==> src/rtl/instr_issuer_if.sv <==
// Host/processor-side bundle of the instruction issuer.
// The master side is the host plus processor; the slave side is the issuer.
interface instr_issuer_if #(
  parameter int unsigned AW = 3
);
  logic [8:0]  wr_data_i;
  logic        wr_en_i;
  logic        full_o;
  logic [AW:0] count_o;
  logic        go_i;
  logic [8:0]  din_o;
  logic        run_o;
  logic        done_i;
  logic        busy_o;
  logic        drop_err_o;
  logic [7:0]  instr_cnt_o;

  modport master (
    output wr_data_i, wr_en_i, go_i, done_i,
    input  full_o, count_o, din_o, run_o, busy_o, drop_err_o, instr_cnt_o
  );

  modport slave (
    input  wr_data_i, wr_en_i, go_i, done_i,
    output full_o, count_o, din_o, run_o, busy_o, drop_err_o, instr_cnt_o
  );
endinterface

==> src/rtl/instr_issuer.sv <==
// FIFO-fed instruction issuer driving DIN/Run of the 9-bit simple processor.
// Optional INSTR_ISSUER_SINGLE_STEP_EN adds step_i: each rising edge grants one issue.
module instr_issuer #(
  parameter int unsigned DEPTH = 8,
  parameter int unsigned AW    = 3
) (
  input  logic clk,
  input  logic rst,
`ifdef INSTR_ISSUER_SINGLE_STEP_EN
  input  logic step_i,
`endif
  instr_issuer_if.slave bus
);
  localparam int unsigned CW = AW + 1;
  localparam logic [2:0] OP_MVI = 3'b001;

  typedef enum logic [1:0] {S_IDLE, S_ISSUE, S_WAIT} state_e;

  logic [8:0]    mem_q [DEPTH];
  logic [AW-1:0] wptr_q, rptr_q;
  logic [CW-1:0] count_q, count_d;
  logic          full_q, full_d;
  state_e        state_q, state_d;
  logic [8:0]    din_q, din_d;
  logic          run_q, run_d;
  logic          busy_q, busy_d;
  logic          drop_q, drop_d;
  logic [7:0]    icnt_q, icnt_d;
  logic          mvi_q, mvi_d;
  logic          push, pop, issue, eligible, token_ok;
  logic [8:0]    head;
  logic [2:0]    head_op;

  assign head    = mem_q[rptr_q];
  assign head_op = head[8:6];
  assign push    = bus.wr_en_i && !full_q;

  // An MVI may only leave once its immediate is already queued behind it.
  assign eligible = bus.go_i && token_ok && !head_op[2] &&
                    (((head_op != OP_MVI) && (count_q >= CW'(1))) ||
                     ((head_op == OP_MVI) && (count_q >= CW'(2))));

`ifdef INSTR_ISSUER_SINGLE_STEP_EN
  logic step_q, token_q, token_d;

  // Token set by a Step rising edge, consumed by an issue; extra steps are lost.
  always_comb begin
    token_d = token_q | (step_i & ~step_q);
    if (issue) token_d = 1'b0;
  end

  always_ff @(posedge clk or posedge rst) begin
    if (rst) begin
      step_q  <= 1'b0;
      token_q <= 1'b0;
    end else begin
      step_q  <= step_i;
      token_q <= token_d;
    end
  end

  assign token_ok = token_q;
`else
  assign token_ok = 1'b1;
`endif

  always_comb begin
    state_d = state_q;
    din_d   = din_q;
    run_d   = 1'b0;
    drop_d  = 1'b0;
    icnt_d  = icnt_q;
    mvi_d   = mvi_q;
    pop     = 1'b0;
    issue   = 1'b0;
    case (state_q)
      S_IDLE: begin
        din_d = '0;
        if (eligible) begin
          issue = 1'b1;
        end else if (bus.go_i && (count_q != '0) && head_op[2]) begin
          pop    = 1'b1;
          drop_d = 1'b1;
        end
      end
      S_ISSUE: begin
        state_d = S_WAIT;
        if (mvi_q) begin
          pop   = 1'b1;
          din_d = head;
        end else begin
          din_d = '0;
        end
      end
      S_WAIT: begin
        if (bus.done_i) begin
          icnt_d = icnt_q + 8'd1;
          if (eligible) begin
            issue = 1'b1;
          end else begin
            state_d = S_IDLE;
            din_d   = '0;
          end
        end
      end
      default: state_d = S_IDLE;
    endcase
    if (issue) begin
      pop     = 1'b1;
      din_d   = head;
      run_d   = 1'b1;
      mvi_d   = (head_op == OP_MVI);
      state_d = S_ISSUE;
    end
    busy_d  = (state_d != S_IDLE);
    count_d = count_q + CW'(push) - CW'(pop);
    full_d  = (count_d == CW'(DEPTH));
  end

  always_ff @(posedge clk or posedge rst) begin
    if (rst) begin
      state_q <= S_IDLE;
      wptr_q  <= '0;
      rptr_q  <= '0;
      count_q <= '0;
      full_q  <= 1'b0;
      din_q   <= '0;
      run_q   <= 1'b0;
      busy_q  <= 1'b0;
      drop_q  <= 1'b0;
      icnt_q  <= '0;
      mvi_q   <= 1'b0;
    end else begin
      state_q <= state_d;
      if (push) wptr_q <= wptr_q + AW'(1);
      if (pop)  rptr_q <= rptr_q + AW'(1);
      count_q <= count_d;
      full_q  <= full_d;
      din_q   <= din_d;
      run_q   <= run_d;
      busy_q  <= busy_d;
      drop_q  <= drop_d;
      icnt_q  <= icnt_d;
      mvi_q   <= mvi_d;
    end
  end

  // Storage carries no reset; occupancy alone defines valid words.
  always_ff @(posedge clk) begin
    if (push) mem_q[wptr_q] <= bus.wr_data_i;
  end

  assign bus.full_o      = full_q;
  assign bus.count_o     = count_q;
  assign bus.din_o       = din_q;
  assign bus.run_o       = run_q;
  assign bus.busy_o      = busy_q;
  assign bus.drop_err_o  = drop_q;
  assign bus.instr_cnt_o = icnt_q;
endmodule

==> src/flat_wrapper.sv <==
// flat-port wrapper written by rule: the top's interface ports become plain ports
module instr_issuer_flat 
#(
  parameter int unsigned DEPTH = 8,
  parameter int unsigned AW    = 3
)
  (clk, rst, bus_wr_data_i, bus_wr_en_i, bus_go_i, bus_done_i, bus_full_o, bus_count_o, bus_din_o, bus_run_o, bus_busy_o, bus_drop_err_o, bus_instr_cnt_o);
  instr_issuer_if #(.AW(AW)) bus_i ();
  input  logic clk;
  input  logic rst;
  input wire logic [$bits(bus_i.wr_data_i)-1:0] bus_wr_data_i;
  input wire logic [$bits(bus_i.wr_en_i)-1:0] bus_wr_en_i;
  input wire logic [$bits(bus_i.go_i)-1:0] bus_go_i;
  input wire logic [$bits(bus_i.done_i)-1:0] bus_done_i;
  output wire logic [$bits(bus_i.full_o)-1:0] bus_full_o;
  output wire logic [$bits(bus_i.count_o)-1:0] bus_count_o;
  output wire logic [$bits(bus_i.din_o)-1:0] bus_din_o;
  output wire logic [$bits(bus_i.run_o)-1:0] bus_run_o;
  output wire logic [$bits(bus_i.busy_o)-1:0] bus_busy_o;
  output wire logic [$bits(bus_i.drop_err_o)-1:0] bus_drop_err_o;
  output wire logic [$bits(bus_i.instr_cnt_o)-1:0] bus_instr_cnt_o;
  assign bus_i.wr_data_i = bus_wr_data_i;
  assign bus_i.wr_en_i = bus_wr_en_i;
  assign bus_i.go_i = bus_go_i;
  assign bus_i.done_i = bus_done_i;
  assign bus_full_o = bus_i.full_o;
  assign bus_count_o = bus_i.count_o;
  assign bus_din_o = bus_i.din_o;
  assign bus_run_o = bus_i.run_o;
  assign bus_busy_o = bus_i.busy_o;
  assign bus_drop_err_o = bus_i.drop_err_o;
  assign bus_instr_cnt_o = bus_i.instr_cnt_o;
  instr_issuer #(.DEPTH(DEPTH), .AW(AW)) u_core (.clk(clk), .rst(rst), .bus(bus_i));
endmodule
==> config.mk <==
export PLATFORM = sky130hd
export DESIGN_NAME = instr_issuer_flat
export DESIGN_NICKNAME = d
export VERILOG_FILES = /design/src/rtl/instr_issuer_if.sv /design/src/rtl/instr_issuer.sv /design/src/flat_wrapper.sv
export SDC_FILE = /design/constraint.sdc
export NUM_CORES = 1
export LEC_CHECK = 0
export BUFFER_PORTS_ARGS = -buffer_cell sky130_fd_sc_hd__buf_2
export CORE_ASPECT_RATIO = 0.7
export CORE_MARGIN = 4
export CORE_UTILIZATION = 44
export CTS_BUF_LIST = sky130_fd_sc_hd__clkbuf_16
export CTS_CLUSTER_SIZE = 10
export DETAILED_ROUTE_END_ITERATION = 8
export MAX_ROUTING_LAYER = met4
export PLACE_DENSITY = 0.66
export SYNTH_ARGS = -nofsm -noshare
export SYNTH_HDL_FRONTEND = slang
export SYNTH_SLANG_ARGS = --single-unit
==> constraint.sdc <==
create_clock -name clk -period 3.05 [get_ports clk]
set_input_delay 0.305 -clock clk [delete_from_list [all_inputs] [get_ports clk]]
set_output_delay 0.305 -clock clk [all_outputs]
set_load 0.005 [all_outputs]
Word level (Yosys, flattened, before mapping)
Memories as Yosys holds them, arrays and structs flattened.
Cells that the tools add are included.
{"block": "op_classes", "addsub": 5, "multipliers": 0, "n_div": 0, "n_lt_le_gt_ge": 2, "eq_ne": 7, "shift": 0, "muxes": 21, "bitwise_logic": 0, "reduce_logical": 16}
{"operator": "9-bit two-way mux", "count": 4}
{"operator": "9-bit case mux with 3 select lines", "count": 1}
{"operator": "1-bit two-way mux", "count": 10}
{"operator": "8-bit by 1-bit adder with 8-bit output (second input constant)", "count": 1}
{"operator": "4-bit nonzero test", "count": 2}
{"operator": "1-bit logical AND", "count": 7}
{"operator": "3-bit by 1-bit adder with 3-bit output (second input constant)", "count": 2}
{"operator": "2-bit two-way mux", "count": 3}
{"operator": "3-bit by 2-bit != test with 1-bit output (second input constant)", "count": 2}
{"operator": "2-bit case mux with 3 select lines", "count": 1}
{"operator": "4-bit by 1-bit adder with 4-bit output", "count": 1}
{"operator": "4-bit == test (second input constant)", "count": 1}
{"operator": "4-bit by 1-bit greater-or-equal comparator with 1-bit output (second input constant)", "count": 1}
{"operator": "4-bit by 2-bit greater-or-equal comparator with 1-bit output (second input constant)", "count": 1}
{"operator": "1-bit case mux with 2 select lines", "count": 2}
{"operator": "4-bit by 1-bit subtractor with 4-bit output", "count": 1}
{"operator": "3-bit by 1-bit == test with 1-bit output (second input constant)", "count": 1}
{"operator": "3-bit by 1-bit != test with 1-bit output (second input constant)", "count": 1}
{"operator": "3-bit AND reduction", "count": 1}
{"operator": "2-bit by 1-bit == test with 1-bit output (second input constant)", "count": 1}
{"operator": "2-bit == test (second input constant)", "count": 1}
{"operator": "1-bit zero test", "count": 2}
{"operator": "2-bit zero test", "count": 1}
{"operator": "2-bit AND reduction", "count": 1}
{"operator": "2 further kinds", "count": 2}
{"block": "totals", "ff_bits": 34, "latch_bits": 0, "ram_bits": 72, "romBits": 0, "in_bits": 14, "word_cells": 63, "mem_count": 1}
{"name": "u_core.mem_q", "depth": 8, "word_bits": 9, "rd": 1, "rd_ports_with_merged_regs": 0, "write_ports": 1, "line_no": "instr_issuer.sv:19", "source": "logic [8:0] mem_q [DEPTH];"}

Depth between registers and ports, before layout
An unclocked memory read counts as a cell.
{"block": "depth", "depth_word": 11, "depth_mapped": 14}

Worst setup path before layout
No wires, ideal clock.
{"block": "synth_path", "kind": "register to register", "start": "reg u_core.rptr_q[0]", "end": "reg u_core.full_q (netlist: u_core.bus.full_o)", "setup_time_ns": 0.105, "arrival_ns": 3.002, "required_time_ns": 2.945, "slack_ns": -0.057, "stages_incl_launch_ff": 14, "path_buffers": 1, "cell_sequence": "dfrtp_1 -> buf_2 -> mux4_2 -> mux2i_2 -> nand4_2 -> o22ai_2 -> inv_1 -> ha_1 -> inv_1 -> ha_1 -> inv_1 -> fa_1 -> inv_1 -> nor4b_1"}
{"block": "synth_between", "elab_chain_len": 11}
{"item": "from (decl)", "line_no": "instr_issuer.sv:20", "source": "logic [AW-1:0] wptr_q, rptr_q;"}
{"item": "from (signal assigned)", "line_no": "instr_issuer.sv:136", "source": "if (pop) rptr_q <= rptr_q + AW'(1);"}
{"item": "memory read 8 x 9 bit *"}
{"item": "3-bit by 1-bit != test with 1-bit output / 3-bit by 1-bit == test with 1-bit output (equally long branches)", "line_no": "instr_issuer.sv:40, instr_issuer.sv:41"}
{"item": "1-bit logical AND, on equally long branches", "line_no": "instr_issuer.sv:40, instr_issuer.sv:41"}
{"item": "1-bit logical OR", "line_no": "instr_issuer.sv:40", "source": "(((head_op != OP_MVI) && (count_q >= CW'(1))) ||"}
{"item": "1-bit logical AND", "line_no": "instr_issuer.sv:39", "source": "assign eligible = bus.go_i && token_ok && !head_op[2] &&"}
{"item": "1-bit two-way mux", "line_no": "instr_issuer.sv:79, instr_issuer.sv:98"}
{"item": "1-bit two-way mux", "line_no": "instr_issuer.sv:96", "source": "if (bus.done_i) begin"}
{"item": "1-bit case mux with 2 select lines", "line_no": "instr_issuer.sv:76", "source": "case (state_q)"}
{"item": "1-bit two-way mux *", "line_no": "instr_issuer.sv:108", "source": "if (issue) begin"}
{"item": "4-bit by 1-bit subtractor with 4-bit output *", "line_no": "instr_issuer.sv:116", "source": "count_d = count_q + CW'(push) - CW'(pop);"}
{"item": "net u_core.count_d[1]", "line_no": "instr_issuer.sv:21", "source": "logic [CW-1:0] count_q, count_d;"}
{"item": "4-bit == test *", "line_no": "instr_issuer.sv:117", "source": "full_d = (count_d == CW'(DEPTH));"}
{"item": "net u_core.full_d", "line_no": "instr_issuer.sv:22", "source": "logic full_q, full_d;"}
{"item": "to (signal assigned)", "line_no": "instr_issuer.sv:138", "source": "full_q <= full_d;"}
{"item": "to (decl)", "line_no": "instr_issuer.sv:22"}
The timed path passes the listed nets; every way through them passes the cells marked *.
A chain may end at the register's enable or synchronous reset.

Worst setup path in the final report
{"block": "layout_path", "start": "reg u_core.rptr_q[1]", "end": "reg u_core.full_q (netlist: u_core.bus.full_o)"}
Same word-level chain as after synthesis.

==> results.cfg <==
[drt]
vias_per_cell = 5.03
totalWireLength_um = 7670
drt_iter0_drc = 125
wl_per_cell_um = 17.4
ant_nets = 0
vias = 2225
firstDrtPassIters = 4
drcViolationCount = 0

[yosys]
synth_cell_types = 42
synth_nets = 268
synth_edf_count = 72
synth_most_common_cell = edfxtp_1
async_flop_share = 0.321
ys_seq_area_frac = 0.705
synthTopCellsByArea = edfxtp_1, dfrtp_1, mux4_2, ha_1, xnor2_1
syn_inst = 245
syn_area_per_cell_um2 = 17.4
yosysTopAreaCell = edfxtp_1
ys_warn_count = 0
ys.flop_type = edfxtp_1
synth_top_area_frac = 0.506
syn_area_um2 = 4270
synth_seq_cells = 106
synthTopCellsByCount = edfxtp_1, dfrtp_1, mux4_2, nand2_1, inv_1

[finish]
diodes = 0
syn2layout_area_growth_pct = 20.5
multi_input_area_um2 = 1250
seqCellArea_um2 = 3020
nets = 336
fillers = 729
drive_above_1_share = 0.384

[timing]
timing.fmax_mhz = 332
tightest_slew_ps = 644
slew_headroom = 0.570
rsz0062_at_grt = true
setup_violations = 0
fin_crit_ps = 3010
timing.final.crit_share = 0.988
finClkSkew_ps = 10.2
hold_ws_ps = 34.0
finalHoldViolations = 0
maxSlewViolCount = 0

[global_routing]
grt_pass1_wl_um = 12200
antenna_found_initial = 0
grt_pass1_vias = 2213
grt_use_total = 0.146
grt_max_degree = 22
gr-total-overflow = 0

[cts]
clkTransAtPathRegs_ps = 70
cts_made_buffers = 9
cts_buffer_depth = 2
cts-root-buf = clkbuf_16
numClockSinks = 106
cts_tree = yes
postCtsHoldBufs = 0
ctsHtreeMaxLevel = 3
clk_latency_ps = 350

[worst_hold_path]
hp-class = primary input to async pin

[die]
die_h_um = 90.4
core_area_um2 = 9250
initial_core_util = 0.462
die_area_um2 = 11400
rows = 29
die_w_um = 126
io_pins = 39

[critical_path]
path_max_fanout = 3
crit_top_cell = inv_2
path_buf_inv = 4
timing.critical_path.cells = mux4_2 -> mux2_4 -> nor3b_4 -> o22ai_2 -> inv_2 -> ha_4 -> inv_2 -> ha_4 -> inv_2 -> fa_2 -> inv_2 -> nor4b_4
crit_type = register to register
crit_path_start_kind = register
path_delay_family = adder cells
end_kind = register
worst_ep_arrival_time_ps = 3260
crit_path_top_delay_cell = fa_2
crit_path_max_incr_delay_ps = 520
cp_data_required_time_ps = 3300

[run_status]
outcome = completed

[place]
hpwl_um = 5410
portBuffers = 38
place.gp.congestion = 0.784

[power]
power_mw = 5.20
leakagePower_nw = 2.04
power.density_nw_per_um2 = 1010
ir_drop_v = 0.000370

[run]
max_cap_violations = 0
report_power, final:
part	switching, mW	total, mW	internal [mW]
clock network	0.559	1.15	0.587
registers	0.192	2.06	1.87
logic	0.966	2.00	1.03
worst reg2reg max path: stages (launching register included):
cell and delay (ps):
dfrtp_2 400, mux4_2 500, mux2_4 320, nor3b_4 240, o22ai_2 130, inv_2 80
ha_4 190, inv_2 60, ha_4 120, inv_2 40, fa_2 520, inv_2 50
nor4b_4 260
sequential cells by signal, summed over array words and instances, names as in the netlist:
register / count
u_core.bus.busy_o: 1
u_core.bus.instr_cnt_o: 8
u_core.bus.drop_err_o: 1
u_core.bus.full_o: 1
u_core.bus.run_o: 1
u_core.bus.count_o: 4
u_core.wptr_q: 3
u_core.state_q: 2
u_core.bus.din_o: 9
u_core.mvi_q: 1
u_core.mem_q: 72
u_core.rptr_q: 3
layout by cell type, fill, tap and decap left out, types with 3 or more instances in the layout:
| master | Yosys | final |
|---|---|---|
| xnor2_1 | 8 | 7 |
| ha_1 | 8 | 5 |
| mux4_2 | 18 | 18 |
| dfrtp_1 | 34 | 31 |
| inv_2 | 0 | 4 |
| edfxtp_1 | 72 | 72 |
| inv_6 | 0 | 3 |
| nand3_1 | 3 | 3 |
| and2_1 | 3 | 3 |
| mux2i_1 | 6 | 6 |
| nor2_1 | 10 | 10 |
| dfrtp_2 | 0 | 3 |
| nand2b_1 | 5 | 4 |
| o21ai_1 | 8 | 8 |
| inv_1 | 12 | 8 |
| nor2b_1 | 3 | 3 |
| xor2_1 | 5 | 4 |
| nand2_1 | 14 | 14 |
| buf_4 | 0 | 25 |
| buf_2 | 3 | 38 |
| inv_8 | 0 | 3 |
| clkbuf_16 | 0 | 9 |
repair_timing:
action	CTS	global route
pin swaps	2	6
buffers inserted	1	4
resized for setup	3	16
setup endpoints to repair	1	2
kinds of logic (layout without fill, tap and decap cells):
logic type,count (synthesis),after routing,share of synthesized area
flops,106,106,0.705
buf+inv,18,91,0.0185
mux,30,30,0.127
fa+ha+maj,9,9,0.0281
xor+xnor,13,13,0.0267
compound gates,20,20,0.0302
simple gates,49,49,0.0642
per-layer routing:
layer	up-vias	GRT usage	share of wire
met1	1108	0.198	0.47
li1	1056	-	-
met4	0	0.0455	0.013
met3	10	0.0526	0.058
met5	-	-	0
met2	51	0.206	0.46
worst paths after layout:
check / startpoint / end / slack (ps) / depth (start not counted)
min in group clk: bus_wr_data_i[4] / u_core.mem_q[2][4] / 220 / 1
setup reg to reg: u_core.rptr_q[1] / u_core.bus.full_o / 40 / 12
hold / removal: rst / u_core.bus.instr_cnt_o[0] / 30 / 2
max in group asynchronous: rst / u_core.rptr_q[1] / 2310 / 3
setup / recovery: u_core.rptr_q[1] / u_core.bus.full_o / 40 / 12
hold reg to reg: u_core.bus.din_o[4] / u_core.bus.din_o[4] / 480 / 2
metrics by stage:
step                      utilization  cell area [um2]  instances  setup TNS, ps  setup WS (ps)
after CTS                       0.546             5050        438              0           22.2
after global routing            0.556             5150        442          -55.6          -55.6
after detailed placement        0.512             4730        421           -109           -109
after global placement          0.512             4730        421              0           30.3
final                           0.556             5150        442              0           37.1
after floorplan                     -             4280        245              0           14.9
final cells by class:
class / instances / area share
timing repair buffer: 63 / 0.0734
clock inverter: 7 / 0.0148
tap: 124 / 0.0301
sequential: 106 / 0.586
clock buffer: 9 / 0.0438
inverter: 12 / 0.00875
multi-input combinational: 121 / 0.243
Note: power is estimated with default switching activity, not from simulation.
